## config.mk

```make
export PLATFORM = sky130hd
export DESIGN_NAME = conv_row_feeder
export DESIGN_NICKNAME = d
export VERILOG_FILES = /design/src/rtl/conv_feeder_pkg.sv /design/src/rtl/conv_line_buffer.sv /design/src/rtl/conv_row_feeder.sv
export SDC_FILE = /design/constraint.sdc
export NUM_CORES = 2
export LEC_CHECK = 0
export BUFFER_PORTS_ARGS = -buffer_cell sky130_fd_sc_hd__buf_2
export CORE_UTILIZATION = 57
export CTS_BUF_LIST = sky130_fd_sc_hd__clkbuf_2
export DETAILED_ROUTE_END_ITERATION = 8
export PLACE_DENSITY = 0.78
export RECOVER_POWER = 100
export SETUP_SLACK_MARGIN = 0.02
export SYNTH_ARGS = -nofsm -noshare
export SYNTH_HDL_FRONTEND = slang
export SYNTH_SLANG_ARGS = --single-unit
```

## constraint.sdc

```tcl
create_clock -name clk -period 9.9 [get_ports clk]
set_clock_uncertainty 0.15 [all_clocks]
set_input_delay 0.495 -clock clk [delete_from_list [all_inputs] [get_ports clk]]
set_output_delay 0.495 -clock clk [all_outputs]
set_load 0.01 [all_outputs]
```

## src/rtl/conv_feeder_pkg.sv

```systemverilog
// Shared types, default geometry and sizing helpers for the convolution row feeder.
package conv_feeder_pkg;

  typedef enum logic [1:0] {
    ST_FILL  = 2'd0,
    ST_ISSUE = 2'd1,
    ST_WAIT  = 2'd2
  } feeder_state_e;

  localparam int unsigned DEF_D  = 4;
  localparam int unsigned DEF_H  = 12;
  localparam int unsigned DEF_W  = 12;
  localparam int unsigned DEF_DW = 8;

  localparam int unsigned SLOTS     = 3;
  localparam int unsigned SLOT_BITS = 2;

  function automatic int unsigned cnt_bits(input int unsigned n);
    return (n > 1) ? $clog2(n) : 1;
  endfunction

  function automatic int unsigned row_bits(input int unsigned dw, input int unsigned w);
    return dw * (w + 2);
  endfunction

  localparam int unsigned ROW_BITS = row_bits(DEF_DW, DEF_W);
  localparam int unsigned COL_BITS = cnt_bits(DEF_W);
  localparam int unsigned CH_BITS  = cnt_bits(DEF_D);
  localparam int unsigned ROW_CNT_BITS = cnt_bits(DEF_H);

  // Circular slot arithmetic over the three row slots.
  function automatic logic [SLOT_BITS-1:0] slot_inc(input logic [SLOT_BITS-1:0] s);
    return (s == SLOT_BITS'(SLOTS - 1)) ? '0 : s + SLOT_BITS'(1);
  endfunction

  function automatic logic [SLOT_BITS-1:0] slot_dec(input logic [SLOT_BITS-1:0] s);
    return (s == '0) ? SLOT_BITS'(SLOTS - 1) : s - SLOT_BITS'(1);
  endfunction

endpackage

```

## src/rtl/conv_line_buffer.sv

```systemverilog
// Three circular row slots per channel; one pixel write port and three padded row reads
// that forward a same-cycle write so a just-completed row is visible immediately.
module conv_line_buffer
  import conv_feeder_pkg::*;
#(
  parameter int unsigned D  = DEF_D,
  parameter int unsigned W  = DEF_W,
  parameter int unsigned DW = DEF_DW
) (
  input  logic                       clk,
  input  logic                       wr_en,
  input  logic [cnt_bits(D)-1:0]     wr_ch,
  input  logic [SLOT_BITS-1:0]       wr_slot,
  input  logic [cnt_bits(W)-1:0]     wr_col,
  input  logic [DW-1:0]              wr_pix,
  input  logic [cnt_bits(D)-1:0]     rd_ch,
  input  logic [SLOT_BITS-1:0]       rd_slot0,
  input  logic [SLOT_BITS-1:0]       rd_slot1,
  input  logic [SLOT_BITS-1:0]       rd_slot2,
  output logic [row_bits(DW,W)-1:0]  rd_row0_c,
  output logic [row_bits(DW,W)-1:0]  rd_row1_c,
  output logic [row_bits(DW,W)-1:0]  rd_row2_c
);

  localparam int unsigned RW = row_bits(DW, W);
  localparam int unsigned XB = cnt_bits(W);

  logic [DW-1:0]        mem [D][SLOTS][W];
  logic [SLOT_BITS-1:0] slot_sel [SLOTS];
  logic [RW-1:0]        row_c [SLOTS];

  always_ff @(posedge clk) begin
    if (wr_en) mem[wr_ch][wr_slot][wr_col] <= wr_pix;
  end

  assign slot_sel[0] = rd_slot0;
  assign slot_sel[1] = rd_slot1;
  assign slot_sel[2] = rd_slot2;

  // Columns 0 and W+1 stay zero; interior columns come from storage or the live write.
  always_comb begin
    for (int p = 0; p < SLOTS; p++) begin
      row_c[p] = '0;
      for (int x = 0; x < W; x++) begin
        if (wr_en && (wr_ch == rd_ch) && (wr_slot == slot_sel[p]) && (wr_col == XB'(x)))
          row_c[p][(x+1)*DW +: DW] = wr_pix;
        else
          row_c[p][(x+1)*DW +: DW] = mem[rd_ch][slot_sel[p]][x];
      end
    end
  end

  assign rd_row0_c = row_c[0];
  assign rd_row1_c = row_c[1];
  assign rd_row2_c = row_c[2];

endmodule

```

## src/rtl/conv_row_feeder.sv

```systemverilog
// Raster-to-window feeder: buffers three rows per channel and issues padded row triples.
// Optional sticky protocol-error detection is built when CONV_FEEDER_ERR_EN is defined.
module conv_row_feeder
  import conv_feeder_pkg::*;
#(
  parameter int unsigned D                = DEF_D,
  parameter int unsigned H                = DEF_H,
  parameter int unsigned W                = DEF_W,
  parameter int unsigned input_DATA_WIDTH = DEF_DW
) (
  input  logic                                 clk,
  input  logic                                 rstn_i,
  input  logic signed [input_DATA_WIDTH-1:0]   pix_i,
  input  logic                                 pix_valid_i,
  output logic                                 pix_ready_o,
  input  logic                                 conv_done_i,
  output logic [input_DATA_WIDTH*(W+2)-1:0]    image0_o,
  output logic [input_DATA_WIDTH*(W+2)-1:0]    image1_o,
  output logic [input_DATA_WIDTH*(W+2)-1:0]    image2_o,
  output logic                                 image_start_o,
  output logic                                 frame_done_o,
  output logic                                 err_o
);

  localparam int unsigned DW = input_DATA_WIDTH;
  localparam int unsigned RW = row_bits(DW, W);
  localparam int unsigned XB = cnt_bits(W);
  localparam int unsigned DB = cnt_bits(D);
  localparam int unsigned YB = cnt_bits(H);

  localparam logic [XB-1:0] X_LAST  = XB'(W - 1);
  localparam logic [DB-1:0] D_LAST  = DB'(D - 1);
  localparam logic [YB-1:0] Y_LAST  = YB'(H - 1);
  localparam logic [YB-1:0] Y_PEN   = YB'(H - 2);

  feeder_state_e        state_q, state_d;
  logic [XB-1:0]        in_x_q, in_x_d;
  logic [DB-1:0]        in_d_q, in_d_d;
  logic [YB-1:0]        in_y_q, in_y_d;
  logic [SLOT_BITS-1:0] wr_slot_q, wr_slot_d;
  logic [YB-1:0]        out_row_q, out_row_d;
  logic [DB-1:0]        out_d_q, out_d_d;
  logic [SLOT_BITS-1:0] mid_q, mid_d;
  logic                 frame_done_d;
  logic                 hs;
  logic [RW-1:0]        rd_row0_c, rd_row1_c, rd_row2_c;
  logic [RW-1:0]        win0_c, win1_c, win2_c;

  conv_line_buffer #(.D(D), .W(W), .DW(DW)) u_line_buffer (
    .clk       (clk),
    .wr_en     (hs),
    .wr_ch     (in_d_q),
    .wr_slot   (wr_slot_q),
    .wr_col    (in_x_q),
    .wr_pix    (pix_i),
    .rd_ch     (out_d_d),
    .rd_slot0  (slot_dec(mid_d)),
    .rd_slot1  (mid_d),
    .rd_slot2  (slot_inc(mid_d)),
    .rd_row0_c (rd_row0_c),
    .rd_row1_c (rd_row1_c),
    .rd_row2_c (rd_row2_c)
  );

  // Top and bottom padding rows are muxed in, never stored.
  assign win0_c = (out_row_d == '0)     ? '0 : rd_row0_c;
  assign win1_c = rd_row1_c;
  assign win2_c = (out_row_d == Y_LAST) ? '0 : rd_row2_c;

  always_comb begin
    state_d      = state_q;
    in_x_d       = in_x_q;
    in_d_d       = in_d_q;
    in_y_d       = in_y_q;
    wr_slot_d    = wr_slot_q;
    out_row_d    = out_row_q;
    out_d_d      = out_d_q;
    mid_d        = mid_q;
    frame_done_d = 1'b0;
    hs           = 1'b0;
    case (state_q)
      ST_FILL: begin
        if (pix_valid_i && pix_ready_o) begin
          hs = 1'b1;
          if (in_x_q == X_LAST) begin
            in_x_d = '0;
            if (in_d_q == D_LAST) begin
              // Input row complete across all channels.
              in_d_d    = '0;
              wr_slot_d = slot_inc(wr_slot_q);
              in_y_d    = (in_y_q == Y_LAST) ? '0 : in_y_q + YB'(1);
              if (in_y_q != '0) state_d = ST_ISSUE;
            end else begin
              in_d_d = in_d_q + DB'(1);
            end
          end else begin
            in_x_d = in_x_q + XB'(1);
          end
        end
      end
      ST_ISSUE: state_d = ST_WAIT;
      ST_WAIT: begin
        if (conv_done_i) begin
          if (out_d_q != D_LAST) begin
            out_d_d = out_d_q + DB'(1);
            state_d = ST_ISSUE;
          end else if (out_row_q == Y_PEN) begin
            // Bottom row needs no further input.
            out_d_d   = '0;
            out_row_d = out_row_q + YB'(1);
            mid_d     = slot_inc(mid_q);
            state_d   = ST_ISSUE;
          end else if (out_row_q == Y_LAST) begin
            frame_done_d = 1'b1;
            in_x_d       = '0;
            in_d_d       = '0;
            in_y_d       = '0;
            wr_slot_d    = '0;
            out_row_d    = '0;
            out_d_d      = '0;
            mid_d        = '0;
            state_d      = ST_FILL;
          end else begin
            out_d_d   = '0;
            out_row_d = out_row_q + YB'(1);
            mid_d     = slot_inc(mid_q);
            state_d   = ST_FILL;
          end
        end
      end
      default: state_d = ST_FILL;
    endcase
  end

  always_ff @(posedge clk or posedge rstn_i) begin
    if (rstn_i) begin
      state_q       <= ST_FILL;
      in_x_q        <= '0;
      in_d_q        <= '0;
      in_y_q        <= '0;
      wr_slot_q     <= '0;
      out_row_q     <= '0;
      out_d_q       <= '0;
      mid_q         <= '0;
      pix_ready_o   <= 1'b0;
      image_start_o <= 1'b0;
      frame_done_o  <= 1'b0;
      image0_o      <= '0;
      image1_o      <= '0;
      image2_o      <= '0;
    end else begin
      state_q       <= state_d;
      in_x_q        <= in_x_d;
      in_d_q        <= in_d_d;
      in_y_q        <= in_y_d;
      wr_slot_q     <= wr_slot_d;
      out_row_q     <= out_row_d;
      out_d_q       <= out_d_d;
      mid_q         <= mid_d;
      pix_ready_o   <= (state_d == ST_FILL);
      image_start_o <= (state_d == ST_ISSUE);
      frame_done_o  <= frame_done_d;
      // Window is captured on entry to ISSUE so it is valid alongside image_start_o.
      if (state_d == ST_ISSUE) begin
        image0_o <= win0_c;
        image1_o <= win1_c;
        image2_o <= win2_c;
      end
    end
  end

`ifdef CONV_FEEDER_ERR_EN
  always_ff @(posedge clk or posedge rstn_i) begin
    if (rstn_i)
      err_o <= 1'b0;
    else if (conv_done_i && ((state_q != ST_WAIT) || image_start_o))
      err_o <= 1'b1;
  end
`else
  assign err_o = 1'b0;
`endif

endmodule

```

==> out/results.tsv <==
stage	metric	value	unit
outcome	run status	finished with violations	
outcome	violated checks	max-capacitance violations, max-slew violations	
grt	pin count of the biggest net entering global routing	179	
sta	final period utilization	78.36	%
sta	Final setup viols	0	
critical_path	Crit-path slowest cell	dfrtp_1	
floorplan	Die ar.	113300	sq um
synth	Synth Area in Compound Gates	14.84	%
place	pre-CTS WS	4.134	ns
synth	average size of a mapped cell	13.37	sq um
critical_path	Register-to-Register Setup Slack	2.14	ns
worst_hold_path	HP Start	pix_valid_i	
grt	gr busiest metal	met2	
place	routability congestion estimate	0.9274	
clock_tree	PostCTS Resize Cnt	0	
detailed_routing	DR WL/cell	29.10	um
critical_path	worst path buffer plus inverter count	1	
critical_path	Critical Path Stages	8	
clock_tree	Setup Buffers After CTS	0	
critical_path	CP Capture Type	flop	
clock_tree	Sink Count	1465	
synth	largest family of logic cells by synthesized area	compound AO/OA/AOI/OAI gates	
worst_hold_path	Hold Crit Depth	5	
synth	sequential-to-total area share from yosys stat	66.50	%
place	IO buf count	302	
worst_hold_path	HP Class	input pin to flop	
sta	worst-margin pin slew	4.902	ns
detailed_routing	final WL	201700	um
critical_path	CP Max Fanout	47	
sta	RSZ-0062 raised after global routing	no	
sta	Max Freq	128.9	MHz
critical_path	worst path cell trace	ha_1, and4b_4, a21oi_1, mux2i_4, buf_4, nor3b_1, nor2_1, a31oi_1	
flow_run	Max Cap Viol	34	
final_layout	share of cells above drive strength 1	13.58	%
sta	Slew headroom	-226.8	%
grt	first-pass GRT wire length	292000	um
place	DP HPWL	118900	um
synth	Main synth FF type	edfxtp_1	
detailed_routing	via count	48200	
grt	M3 GR Usage	12.01	%
floorplan	Die Ht	336.6	um
final_layout	Design Area, Final	69110	sq um
sta	sum of negative setup slack	0	ns
detailed_routing	vias per inst	6.953	
sta	Hold Vio Cnt, Final	0	
final_layout	number of nets in the layout	5177	
critical_path	Reg2Reg Depth	8	
synth	Async S/R FF share, synth	21.37	%
detailed_routing	detailed-route DRC error count	0	
detailed_routing	Routed Antenna Nets	0	
power_and_ir_drop	Worst VDD drop	340.9	uV
critical_path	delay-heaviest family, CP	simple AND/OR/NAND/NOR gates	
synth	Synth Area in XOR/XNOR	0.08237	%
floorplan	# rows	122	
clock_tree	CTS max path bufs	4	
synth	Post-synth EDFFs	1152	
floorplan	Initial Util	57.57	%
place	Post-DP Area	65970	sq um
synth	mux cell area share after synthesis	6.654	%
synth	Yosys reg bits	1465	
grt	GRT met1 Usage	46.13	%
synth	Mapped Area	63800	sq um
grt	met2 usage	51.36	%
clock_tree	CTS clk-pin slew, worst paths	0.12	ns
sta	fin. max-slew vios	1718	
floorplan	core area	110800	sq um
grt	initial antenna violation count	13	
synth	Post-Syn Instances	4772	
critical_path	Crit path largest cell delay	2.09	ns
synth	adder-cell area share of the yosys netlist	0.2746	%
sta	fin crit period	7.758	ns
final_layout	area grow syn2layout	8.325	%
synth	Unique masters post-synth	86	
synth	Yosys warnings	0	
critical_path	worst path arrival time	9.13	ns
sta	Worst Setup Slack, final	2.142	ns
floorplan	die width	336.6	um
critical_path	reg2reg end	image0_o[52]$_DFFE_PP0P_	
clock_tree	CTS tree	built	
power_and_ir_drop	cell leakage power	24.67	nW
clock_tree	H-tree levels	5	
synth	simple-gate share of the synthesized area	8.035	%
grt	total grt overflow	0	
clock_tree	Root Driver	clkbuf_2	
grt	vias in the first global route	46660	
worst_hold_path	hold path endpoint	in_d_q[0]$_DFFE_PP0P_	
floorplan	num ports	352	
critical_path	CP startpoint kind	flop	
grt	global-route usage over all layers	35.01	%
critical_path	crit path kind	flop to flop	
critical_path	r2r startpoint	out_d_q[0]$_DFF_PP0_	
clock_tree	Clock Latency Late Sink	1.60	ns
clock_tree	TritonCTS buffer count	369	
critical_path	Crit path required time	11.28	ns
detailed_routing	1st-pass router iterations	6	
detailed_routing	Starting DRT DRC Count	7627	
power_and_ir_drop	Cell Pwr Density	303.1	nW/um^2
[power by group]
| part | switching (mW) | internal, mW |
|---|---|---|
| combinational | 6.00 | 2.88 |
| clock | 2.48 | 1.65 |
| sequential | 0.667 | 7.27 |
| total | 9.15 | 11.8 |
[worst max path at each step]
stage / start / endpoint / slack, ns
floorplan: rstn_i / frame_done_o$_DFF_PP0_ / 0.60
finish: out_d_q[0]$_DFF_PP0_ / image0_o[52]$_DFFE_PP0P_ / 2.14
global placement: out_d_q[0]$_DFF_PP0_ / image0_o[73]$_DFFE_PP0P_ / 4.29
CTS: out_d_q[0]$_DFF_PP0_ / image0_o[33]$_DFFE_PP0P_ / 4.01
detailed placement: out_d_q[0]$_DFF_PP0_ / image0_o[33]$_DFFE_PP0P_ / 4.13
global route: out_d_q[0]$_DFF_PP0_ / image0_o[55]$_DFFE_PP0P_ / 1.89
[layout by cell type (no fill, tap or decap), types with 103 or more instances in the layout]
cell | Yosys | routed
nand2_1 | 252 | 250
clkbuf_2 | 0 | 528
nor3_1 | 115 | 115
clkbuf_1 | 189 | 327
dfrtp_1 | 313 | 312
o22ai_1 | 391 | 390
a21oi_1 | 103 | 103
edfxtp_1 | 1152 | 1152
nor2_1 | 528 | 524
o221ai_1 | 118 | 118
o21ai_0 | 110 | 113
mux2i_1 | 324 | 323
a32oi_1 | 118 | 119
[sequential cells by signal, indices dropped and copies added, names as in the netlist]
name and cells:
frame_done_o 1, image0_o 96, image1_o 96, image2_o 96, image_start_o 1, in_d_q 2
in_x_q 4, in_y_q 4, mid_q 2, out_d_q 2, out_row_q 4, pix_ready_o 1
state_q 2, u_line_buffer.mem 1152, wr_slot_q 2
[worst register-to-register path, delay by kind of cell (launching register included)]
family	cells	cell delay, ns
multiplexers	1	0.43
adder cells (fa/ha/maj)	1	1.74
AO/OA/AOI/OAI	2	0.51
flip-flops	1	2.09
buffers and inverters	1	0.37
AND/OR/NAND/NOR	3	2.44
[repair_timing]
| item | 4_1_cts | 5_1_grt |
|---|---|---|
| hold buffers | 32 | 0 |
| setup endpoints to repair | 0 | 0 |
| hold endpoints to repair | 1791 | 0 |
[per-layer routing]
layer / vias up / part of all wire (%)
met5: - / 0.028
met4: 10 / 5.4
met3: 716 / 16
met2: 4307 / 44
met1: 23270 / 35
li1: 19890 / -
[metrics by stage]
step | hold WS [ns] | total power [mW] | utilization (%) | std cells
global placement | 0.2978 | 16.44 | 59.53 | 6236
CTS | 0.02590 | 20.72 | 62.99 | 6930
floorplan | 0.3184 | 13.56 | - | 4820
finish | 0.1797 | 20.95 | 62.36 | 6932
global route | 0.1313 | 21.72 | 62.36 | 6931
detailed placement | 0.3012 | 16.66 | 59.53 | 6236
[synthesized netlist by cell type (77+ instances only)]
cell type | n | area share [%]
nand2_1 | 252 | 1.5
dfrtp_1 | 313 | 12
a21oi_1 | 103 | 0.81
buf_4 | 77 | 0.91
o21ai_0 | 110 | 0.86
mux2i_1 | 324 | 5.1
o22ai_1 | 391 | 3.8
edfxtp_1 | 1152 | 54
o221ai_1 | 118 | 1.6
and3_1 | 100 | 0.98
a32oi_1 | 118 | 1.6
nor2_1 | 528 | 3.1
nor3_1 | 115 | 0.90
o32ai_1 | 95 | 1.3
buf_2 | 142 | 1.1
a221oi_1 | 87 | 1.2
clkbuf_1 | 189 | 1.1
[layout make-up]
cell class                      instances  area (sq um)
Clock buffer                          528          2643
Inverter                               24         100.1
Antenna cell                            2         5.005
Multi-Input combinational cell       2880         19330
Clock inverter                        134         773.2
Timing Repair Buffer                  411          1963
Fill cell                            8486         41710
Sequential cell                      1465         42430
Tap cell                             1488          1862
[kinds of logic after synthesis]
kind of cell / after synthesis
flip-flops: 1465
AO/OA/AOI/OAI: 1306
AND/OR/NAND/NOR: 1128
buffers and inverters: 475
multiplexers: 377
adder cells (fa/ha/maj): 14
XOR/XNOR: 6
other: 1
Note: power is estimated with default switching activity, not from simulation.
